[config.mk]
export PLATFORM = sky130hd
export DESIGN_NAME = matrix_frame_buf
export DESIGN_NICKNAME = d
export VERILOG_FILES = /design/src/rtl/matrix_frame_buf.sv
export SDC_FILE = /design/constraint.sdc
export NUM_CORES = 1
export LEC_CHECK = 0
export ABC_AREA = 1
export ABC_CLOCK_PERIOD_IN_PS = 5930
export CAP_MARGIN = 20
export CORE_ASPECT_RATIO = 0.9
export CORE_MARGIN = 8
export CORE_UTILIZATION = 30
export DETAILED_ROUTE_END_ITERATION = 7
export PLACE_DENSITY = 0.63
export SYNTH_ARGS = -nofsm -noshare
export SYNTH_HDL_FRONTEND = slang
export SYNTH_SLANG_ARGS = --single-unit
export TNS_END_PERCENT = 20
[constraint.sdc]
create_clock -name CLK -period 5.93 [get_ports CLK]
set_clock_uncertainty 0.15 [all_clocks]
set_input_delay 1.779 -clock CLK [delete_from_list [all_inputs] [get_ports CLK]]
set_output_delay 1.779 -clock CLK [all_outputs]
set_load 0.05 [all_outputs]
[src/rtl/matrix_frame_buf.sv]
// Double-buffered row store for an LED matrix. Rows fill a back buffer, and a complete frame
// is copied to the front buffer either on VSYNC or as soon as it is complete.
module matrix_frame_buf #(
  parameter int unsigned NUM_ROWS  = 8,
  parameter bit          SYNC_SWAP = 1'b1
) (
  input  logic                        CLK,
  input  logic                        RESET,
  input  logic [7:0]                  DIN,
  input  logic                        DVALID,
  output logic                        DREADY,
  input  logic                        SOF,
  input  logic                        VSYNC,
  output logic [8*NUM_ROWS-1:0]       FRAME,
  output logic                        SWAPPED,
  output logic [$clog2(NUM_ROWS)-1:0] WR_ROW,
  output logic [15:0]                 FRAME_CNT
);

  localparam int unsigned    RowW    = $clog2(NUM_ROWS);
  localparam logic [RowW-1:0] LastRow = RowW'(NUM_ROWS - 1);

  typedef enum logic {StFill, StPending} state_e;

  state_e                r_state;
  logic [RowW-1:0]       r_wr_row;
  logic [8*NUM_ROWS-1:0] r_back;
  logic [8*NUM_ROWS-1:0] r_front;
  logic                  r_swapped;
  logic [15:0]           r_frame_cnt;

  logic [RowW-1:0]       w_row;
  logic                  w_swap;

  // SOF restarts the fill; a byte arriving with it lands in row 0.
  always_comb begin
    w_row  = SOF ? '0 : r_wr_row;
    w_swap = (r_state == StPending) && (!SYNC_SWAP || VSYNC);
  end

  always_ff @(posedge CLK or posedge RESET) begin
    if (RESET) begin
      r_state     <= StFill;
      r_wr_row    <= '0;
      r_back      <= '0;
      r_front     <= '0;
      r_swapped   <= 1'b0;
      r_frame_cnt <= '0;
    end else begin
      r_swapped <= 1'b0;
      unique case (r_state)
        StFill: begin
          if (DVALID) begin
            r_back[{w_row, 3'b000} +: 8] <= DIN;
            if (w_row == LastRow) begin
              r_wr_row <= '0;
              r_state  <= StPending;
            end else begin
              r_wr_row <= w_row + RowW'(1);
            end
          end else begin
            r_wr_row <= w_row;
          end
        end
        StPending: begin
          if (w_swap) begin
            r_front     <= r_back;
            r_swapped   <= 1'b1;
            r_frame_cnt <= r_frame_cnt + 16'd1;
            r_state     <= StFill;
          end
        end
        default: r_state <= StFill;
      endcase
    end
  end

  assign DREADY    = (r_state == StFill);
  assign FRAME     = r_front;
  assign SWAPPED   = r_swapped;
  assign WR_ROW    = r_wr_row;
  assign FRAME_CNT = r_frame_cnt;

endmodule

* After elaboration in Yosys (flattened, before gate mapping)
Index checks and enable logic that the tools add are counted.
** Word-level totals
- Logic and storage cells :: 26
- Bits in writable memories :: 0
- Output and inout port bits :: 85
- Bits in latches :: 0
- Bits of input ports :: 13
- Bits in read-only memories :: 0
- Bits in registers :: 149
- Memories :: 0
** Operators by class
- $mul :: 0
- Equality and inequality tests :: 1
- Mux-type cells :: 10
- Shift-type cells :: 2
- $add $sub $neg :: 3
- Reduce and logical (&&, ||, !) cells :: 3
- Bitwise gates (word level) :: 1
- Magnitude comparators :: 0
- Div/mod/pow operators :: 0
** Operators by type and width (count)
- $bwmux W64 :: 1
- $shift A8 B8 Y64 const A :: 1
- $shiftx A8 B8 Y64 :: 1
- $add A16 B1 Y16 const B :: 1
- $mux W3 :: 3
- $neg A6 Y8 :: 1
- $mux W1 :: 5
- $reduce_and A2 Y1 :: 2
- $add A3 B1 Y3 const B :: 1
- $eq A3 B3 Y1 const B :: 1
- $pmux W1 S2 :: 1
- $logic_and A1 B1 Y1 :: 1
- $not A1 Y1 :: 1

* Longest topological paths before layout
Gate-level depths: netlist (run 1).
- Word-level depth :: 5
- Gate-level depth with buffers :: 11
- Mapped depth without buffers :: 11

* Least setup slack after synthesis (run 1)
No wires, ideal clock.
- Path type :: in2reg
- Start point :: in SOF
- End point :: reg r_back[32]
- Library setup time :: 0.117 ns
- Stages :: 11
- Arrival time :: 3.151 ns
- Path buffers :: 0
- Slack :: 2.512 ns
- Required time :: 5.663 ns
- Cells stage by stage :: inv_2 nand2_1 ha_1 ha_1 inv_1 nor2_2 nand2_2 inv_2 nand3_4 nand2_1 nand2_1
** Between the ends
- Word-level cells in the longest chain between the ends :: 4
- Elaborated cells between the ends (all ways) :: 5
- Classes of those cells :: add/sub (1); shift (2); mux (2)
** Ends and longest elaborated chain
- start, declared :: RTL line 12 : input logic SOF,
- $mux W3 (*) :: RTL line 37 : w_row = SOF ? '0 : r_wr_row;
- $neg A6 Y8 (*) :: RTL line 54 : r_back[{w_row, 3'b000} +: 8] <= DIN;
- $shiftx A8 B8 Y64 / $shift A8 B8 Y64 (equally long branches) :: RTL line 54
- $bwmux W64 (*) :: RTL line 54
- end signal, assigned :: RTL line 45 : r_back <= '0;
- end signal, assigned by index :: RTL line 54
- end, declared :: RTL line 27 : logic [8*NUM_ROWS-1:0] r_back;
Mark *: on every way between the ends. The rest lies on a longest branch, timed or not.
A chain may end at the register's enable or synchronous reset.

* Worst setup path after layout (run 1)
- Start point :: in SOF
- End point :: reg r_back[55]
The elaborated chain is that of the path after synthesis.

==> results.tsv, run 1 <==
metric	value	unit
run_status	finished, final reports clean	
grt_setup_unrepaired	false	
async_flop_share	100	%
end_kind	flip-flop	
yosysTopAreaCell	sky130_fd_sc_hd__dfrtp_1	
core_region_area	19300	um^2
crit_path_max_fanout	21	
data_required_time_at_the_worst_endpoint	6.10	ns
synthSimpleGateAreaFrac	21.2	%
cts_post_setup_buffers_inserted	0	
finish.net_count	749	
globalplace.congestion	0.821	
achievable-frequency	0.251	GHz
max-clock-path-buffers	2	
finish.utilization	40.2	%
finalWorstSetupSlack	1.95	ns
layout_worst_path_cycle_share	67.2	%
num_vias	4494	
post_synth_inst_count	628	
wl_per_cell	15.6	um
area_share_of_fa_ha_maj_cells_after_synthesis	1.27	%
die_outline_height	149	um
muxShareOfSynthArea	0	%
first_iter_violations	321	
drive_gt1_share	8.08	%
number_of_iterations_in_the_first_detailed_routing_pass	5	
ir_worst_vdd	0.275	mV
slew_headroom	47.5	%
ios	98	
grt_start_max_net_pins	150	
ys_top_cells_by_area	sky130_fd_sc_hd__dfrtp_1, sky130_fd_sc_hd__nand2_1, sky130_fd_sc_hd__o21ai_0, sky130_fd_sc_hd__o22ai_1, sky130_fd_sc_hd__inv_1	
antenna_found_initial	0	
root_buffer	sky130_fd_sc_hd__clkbuf_16	
critical_path_arrival	4.15	ns
cts_buf_count	17	
synth-compound-area-share	8.03	%
antenna_cells	0	
final_hold_viol_count	0	
grt_use_total	12.9	%
initial_utilization	30.8	%
syn_area_per_cell	9.45	um^2
clock_tree.htree_level_count	4	
dieArea	24500	um^2
insertion_delay	0.42	ns
setup.worst_path.class	input pin to flip-flop	
synth_top_cell_area_share	62.8	%
tritoncts_clock_tree	yes	
p_leak	3.70	nW
core.rowCount	48	
residual_drc	0	
clkSlewWorstSetupHoldPaths	0.06	ns
main_combinational_cell_family_by_area_after_synthesis	simple AND/OR/NAND/NOR gates	
number_of_global_route_vias_before_repair	4465	
synthesis.nets	647	
ys_dominant_reg_cell	sky130_fd_sc_hd__dfrtp_1	
yosysUniqueCellTypes	28	
mostFrequentLayoutCells	sky130_fd_sc_hd__nand2_1, sky130_fd_sc_hd__dfrtp_1, sky130_fd_sc_hd__clkdlybuf4s50_1	
power.density_cell_area	596	nW/um^2
final.min_clock_period	3.98	ns
drt_via_density	4.53	
syn2layout_area_growth	30.7	%
final_common_cell	sky130_fd_sc_hd__nand2_1	
port_buffers	97	
synth-edff-count	0	
yosysWarningCount	0	
setup-tns-final	0	ns
dp_hpwl	10.7	mm
ys_seq_area_share	62.8	%
synth.ff_latch_count	149	
max-cap-violations	0	
grt_remaining_overflow	0	
timing.final.max_slew_violations	0	
cts.sinks	149	
worst_hold_path_type	flip-flop to flip-flop	
synth_area	5930	um^2
post_synth_xor_area_fraction	1.77	%
critical_path.startpoint_type	input pin	
route.final.wire_length	15.5	mm
ctsHoldBuffers	0	
filler_cell_count	1876	
grt_first_pass_wirelength	24.7	mm
ctsResizeCount	0	
place_ws	1.55	ns
tightestPinTransition	0.787	ns
setup_viol	0	
hold_ws	0.315	ns
postRouteAntennaNets	0	
fp.dieW	164	um
## per-stage QoR
stage,area [um^2],instances,total power [mW]
2_1_floorplan,5940,628,2.94
3_3_place_gp,7180,961,3.59
5_1_grt,7750,993,4.89
4_1_cts,7750,993,4.67
6_report,7750,993,4.62
3_5_place_dp,7180,961,3.62
## state kept, by name (all words and copies together), names as in the netlist
name       cells
FRAME         64
FRAME_CNT     16
SWAPPED        1
WR_ROW         3
r_back        64
r_state        1
## worst max-delay path, stage by stage
cell and delay (ns):
sky130_fd_sc_hd__clkdlybuf4s50_1 0.44, sky130_fd_sc_hd__inv_2 0.09, sky130_fd_sc_hd__nand2_1 0.13, sky130_fd_sc_hd__ha_1 0.22, sky130_fd_sc_hd__ha_1 0.31, sky130_fd_sc_hd__inv_1 0.13, sky130_fd_sc_hd__nand2_2 0.15, sky130_fd_sc_hd__inv_2 0.10
sky130_fd_sc_hd__nand2_1 0.44, sky130_fd_sc_hd__o21ai_0 0.35
## synthesized netlist by cell type (3+ instances only)
master / number
sky130_fd_sc_hd__xor2_1: 8
sky130_fd_sc_hd__xnor2_1: 4
sky130_fd_sc_hd__clkbuf_1: 9
sky130_fd_sc_hd__inv_2: 8
sky130_fd_sc_hd__o21ai_1: 10
sky130_fd_sc_hd__nand2_1: 242
sky130_fd_sc_hd__dfrtp_1: 149
sky130_fd_sc_hd__buf_2: 6
sky130_fd_sc_hd__nor2_2: 6
sky130_fd_sc_hd__nand3_2: 3
sky130_fd_sc_hd__inv_1: 47
sky130_fd_sc_hd__nor2_4: 3
sky130_fd_sc_hd__o22ai_1: 32
sky130_fd_sc_hd__nand3_1: 12
sky130_fd_sc_hd__ha_1: 6
sky130_fd_sc_hd__nand2_2: 5
sky130_fd_sc_hd__nor2_1: 17
sky130_fd_sc_hd__nand4_1: 9
sky130_fd_sc_hd__o21ai_0: 41
## cell families after synthesis
group,after synthesis
AND/OR/NAND/NOR,301
flip-flops,149
AO/OA/AOI/OAI,86
buffers and inverters,74
XOR/XNOR,12
adder cells (fa/ha/maj),6
## per-layer routing
layer | track usage, % | part of all wire, %
met4 | 2.72 | 0.89
met2 | 19.8 | 45
met5 | 0 | 0
met3 | 4.48 | 7.1
met1 | 17.4 | 47
## final timing paths
check	from	to	slack [ns]	cells past startpoint
setup / recovery	SOF	r_back[55]	1.95	10
hold / removal	r_back[55]	FRAME[55]	0.32	2
setup reg to reg	WR_ROW[1]	r_back[55]	3.46	8
hold reg to reg	r_back[55]	FRAME[55]	0.32	2
max in group asynchronous	RESET	FRAME[27]	3.26	3
min in group asynchronous	RESET	FRAME_CNT[8]	1.80	3
## report_power, final
group | internal [mW] | switching [mW]
sequential | 1.42 | 0.209
clock | 0.639 | 0.402
combinational | 0.601 | 1.36
total | 2.66 | 1.97
## area by class of cell
type / instances / area (um^2) / share of cell area (%)
clock buffer: 23 / 468 / 6.03
inverter: 56 / 214 / 2.76
sequential: 149 / 3730 / 48.1
timing repair buffer: 101 / 1010 / 13.1
tap: 250 / 313 / 4.03
clock inverter: 9 / 103 / 1.32
multi-input combinational: 405 / 1920 / 24.7
Note: power is estimated with default switching activity, not from simulation.
==> inputs of run 2 (changes only) <==
Settings changed: ABC_CLOCK_PERIOD_IN_PS 5930 to 3700, PLACE_DENSITY 0.63 to 0.61.
Clock period 5.93 ns to 3.7 ns, I/O delays scaled along.
==> results.tsv, run 2 (synthesis gave the netlist of run 1 again) <==
metric	value	unit
setup_viol	0	
setup-tns-final	0	ns
drt_via_density	4.52	
root_buffer	sky130_fd_sc_hd__clkbuf_16	
max-cap-violations	0	
postRouteAntennaNets	0	
hold_ws	0.322	ns
drive_gt1_share	8.84	%
grt_start_max_net_pins	107	
globalplace.congestion	0.815	
ir_worst_vdd	0.476	mV
ios	98	
ctsHoldBuffers	0	
final_hold_viol_count	0	
final_common_cell	sky130_fd_sc_hd__nand2_1	
ctsResizeCount	0	
critical_path.startpoint_type	flip-flop	
insertion_delay	0.42	ns
grt_setup_unrepaired	false	
route.final.wire_length	15.5	mm
crit_path_max_fanout	7	
slew_headroom	61.7	%
run_status	finished, final reports clean	
dieArea	24500	um^2
tritoncts_clock_tree	yes	
clock_tree.htree_level_count	4	
cts.sinks	149	
grt_first_pass_wirelength	25.0	mm
core_region_area	19300	um^2
critical_path_arrival	1.84	ns
post-route-cell-area	7810	um^2
antenna_found_initial	0	
initial_utilization	30.8	%
p_leak	3.75	nW
pwr-share-clk	22.6	%
cts_post_setup_buffers_inserted	0	
setup.worst_path.class	flip-flop to primary output	
worst_hold_path_type	flip-flop to flip-flop	
achievable-frequency	0.322	GHz
residual_drc	0	
power.net_switching	3.16	mW
power.density_cell_area	953	nW/um^2
die_outline_height	149	um
grt_remaining_overflow	0	
number_of_iterations_in_the_first_detailed_routing_pass	5	
post_dp_cell_area	7230	um^2
first_iter_violations	392	
max-clock-path-buffers	2	
switching_share	42.4	%
finish.net_count	753	
tightestPinTransition	0.573	ns
number_of_global_route_vias_before_repair	4440	
seq_power_share	35.1	%
fp.dieW	164	um
clkSlewWorstSetupHoldPaths	0.06	ns
place_ws	0.237	ns
core.rowCount	48	
finalPower	7.45	mW
timing.final.max_slew_violations	0	
cts_buf_count	17	
syn2layout_area_growth	31.6	%
end_kind	primary output	
port_buffers	97	
grt_use_total	13.2	%
mostFrequentLayoutCells	sky130_fd_sc_hd__nand2_1, sky130_fd_sc_hd__dfrtp_1, sky130_fd_sc_hd__clkdlybuf4s50_1	
dp_hpwl	11.0	mm
layout_worst_path_cycle_share	83.9	%
wl_per_cell	15.5	um
cell_internal_pwr	4.29	mW
finalWorstSetupSlack	0.597	ns
data_required_time_at_the_worst_endpoint	2.44	ns
final.min_clock_period	3.10	ns
antenna_cells	0	
p_comb_share	42.2	%
num_vias	4510	
==> run 2: cell count changes in the layout (fill, tap and decap cells not counted), sizes merged <==
cell,delta
clkinv,+4
clkbuf,-1
buf,+4
clkinvlp,-3
==> run 2: routing by layer <==
metal | share of wire (%) | global-route usage [%]
met1 | 47 | 18.2
met2 | 45 | 19.2
met3 | 7.0 | 4.50
met4 | 1.2 | 4.00
met5 | 0 | 0
==> run 2: worst paths after layout <==
check / startpoint / end / slack [ns] / depth (start not counted)
worst min-delay path: r_back[6] / r_back[6] / 0.32 / 2
worst max-delay path: r_state / DREADY / 0.60 / 2
worst min register to register: r_back[6] / r_back[6] / 0.32 / 2
max in group asynchronous: RESET / FRAME[45] / 1.70 / 3
min in group asynchronous: RESET / FRAME_CNT[9] / 0.86 / 2
worst max register to register: WR_ROW[1] / r_back[19] / 1.48 / 7
==> run 2: through the flow <==
stage	cells	util, %
finish	997	40.5
CTS	997	40.5
floorplan	628	-
detailed placement	965	37.5
global route	997	40.5
global placement	965	37.5
==> run 2: critical path, stage by stage, from the launching register on <==
cell and delay [ns]:
sky130_fd_sc_hd__dfrtp_1 0.45, sky130_fd_sc_hd__inv_2 0.15, sky130_fd_sc_hd__clkdlybuf4s50_1 0.82
==> run 2: area by class of cell <==
class | count | area (um^2)
fillers | 1849 | 11500
flip-flops and latches | 149 | 3730
multi-input cells | 405 | 1920
repair buffers | 105 | 1060
clock buffers | 22 | 474
well taps | 250 | 313
inverters | 56 | 214
clock inverters | 10 | 104
==> run 2: power groups by stage <==
stage               Sequential, mW  Combinational, mW  Clock (mW)
global route                  2.70               3.41        1.79
floorplan                     3.69               1.02           0
detailed placement            2.65               3.18           0
CTS                           2.63               3.20        1.72
global placement              2.64               3.15           0
finish                        2.62               3.15        1.68
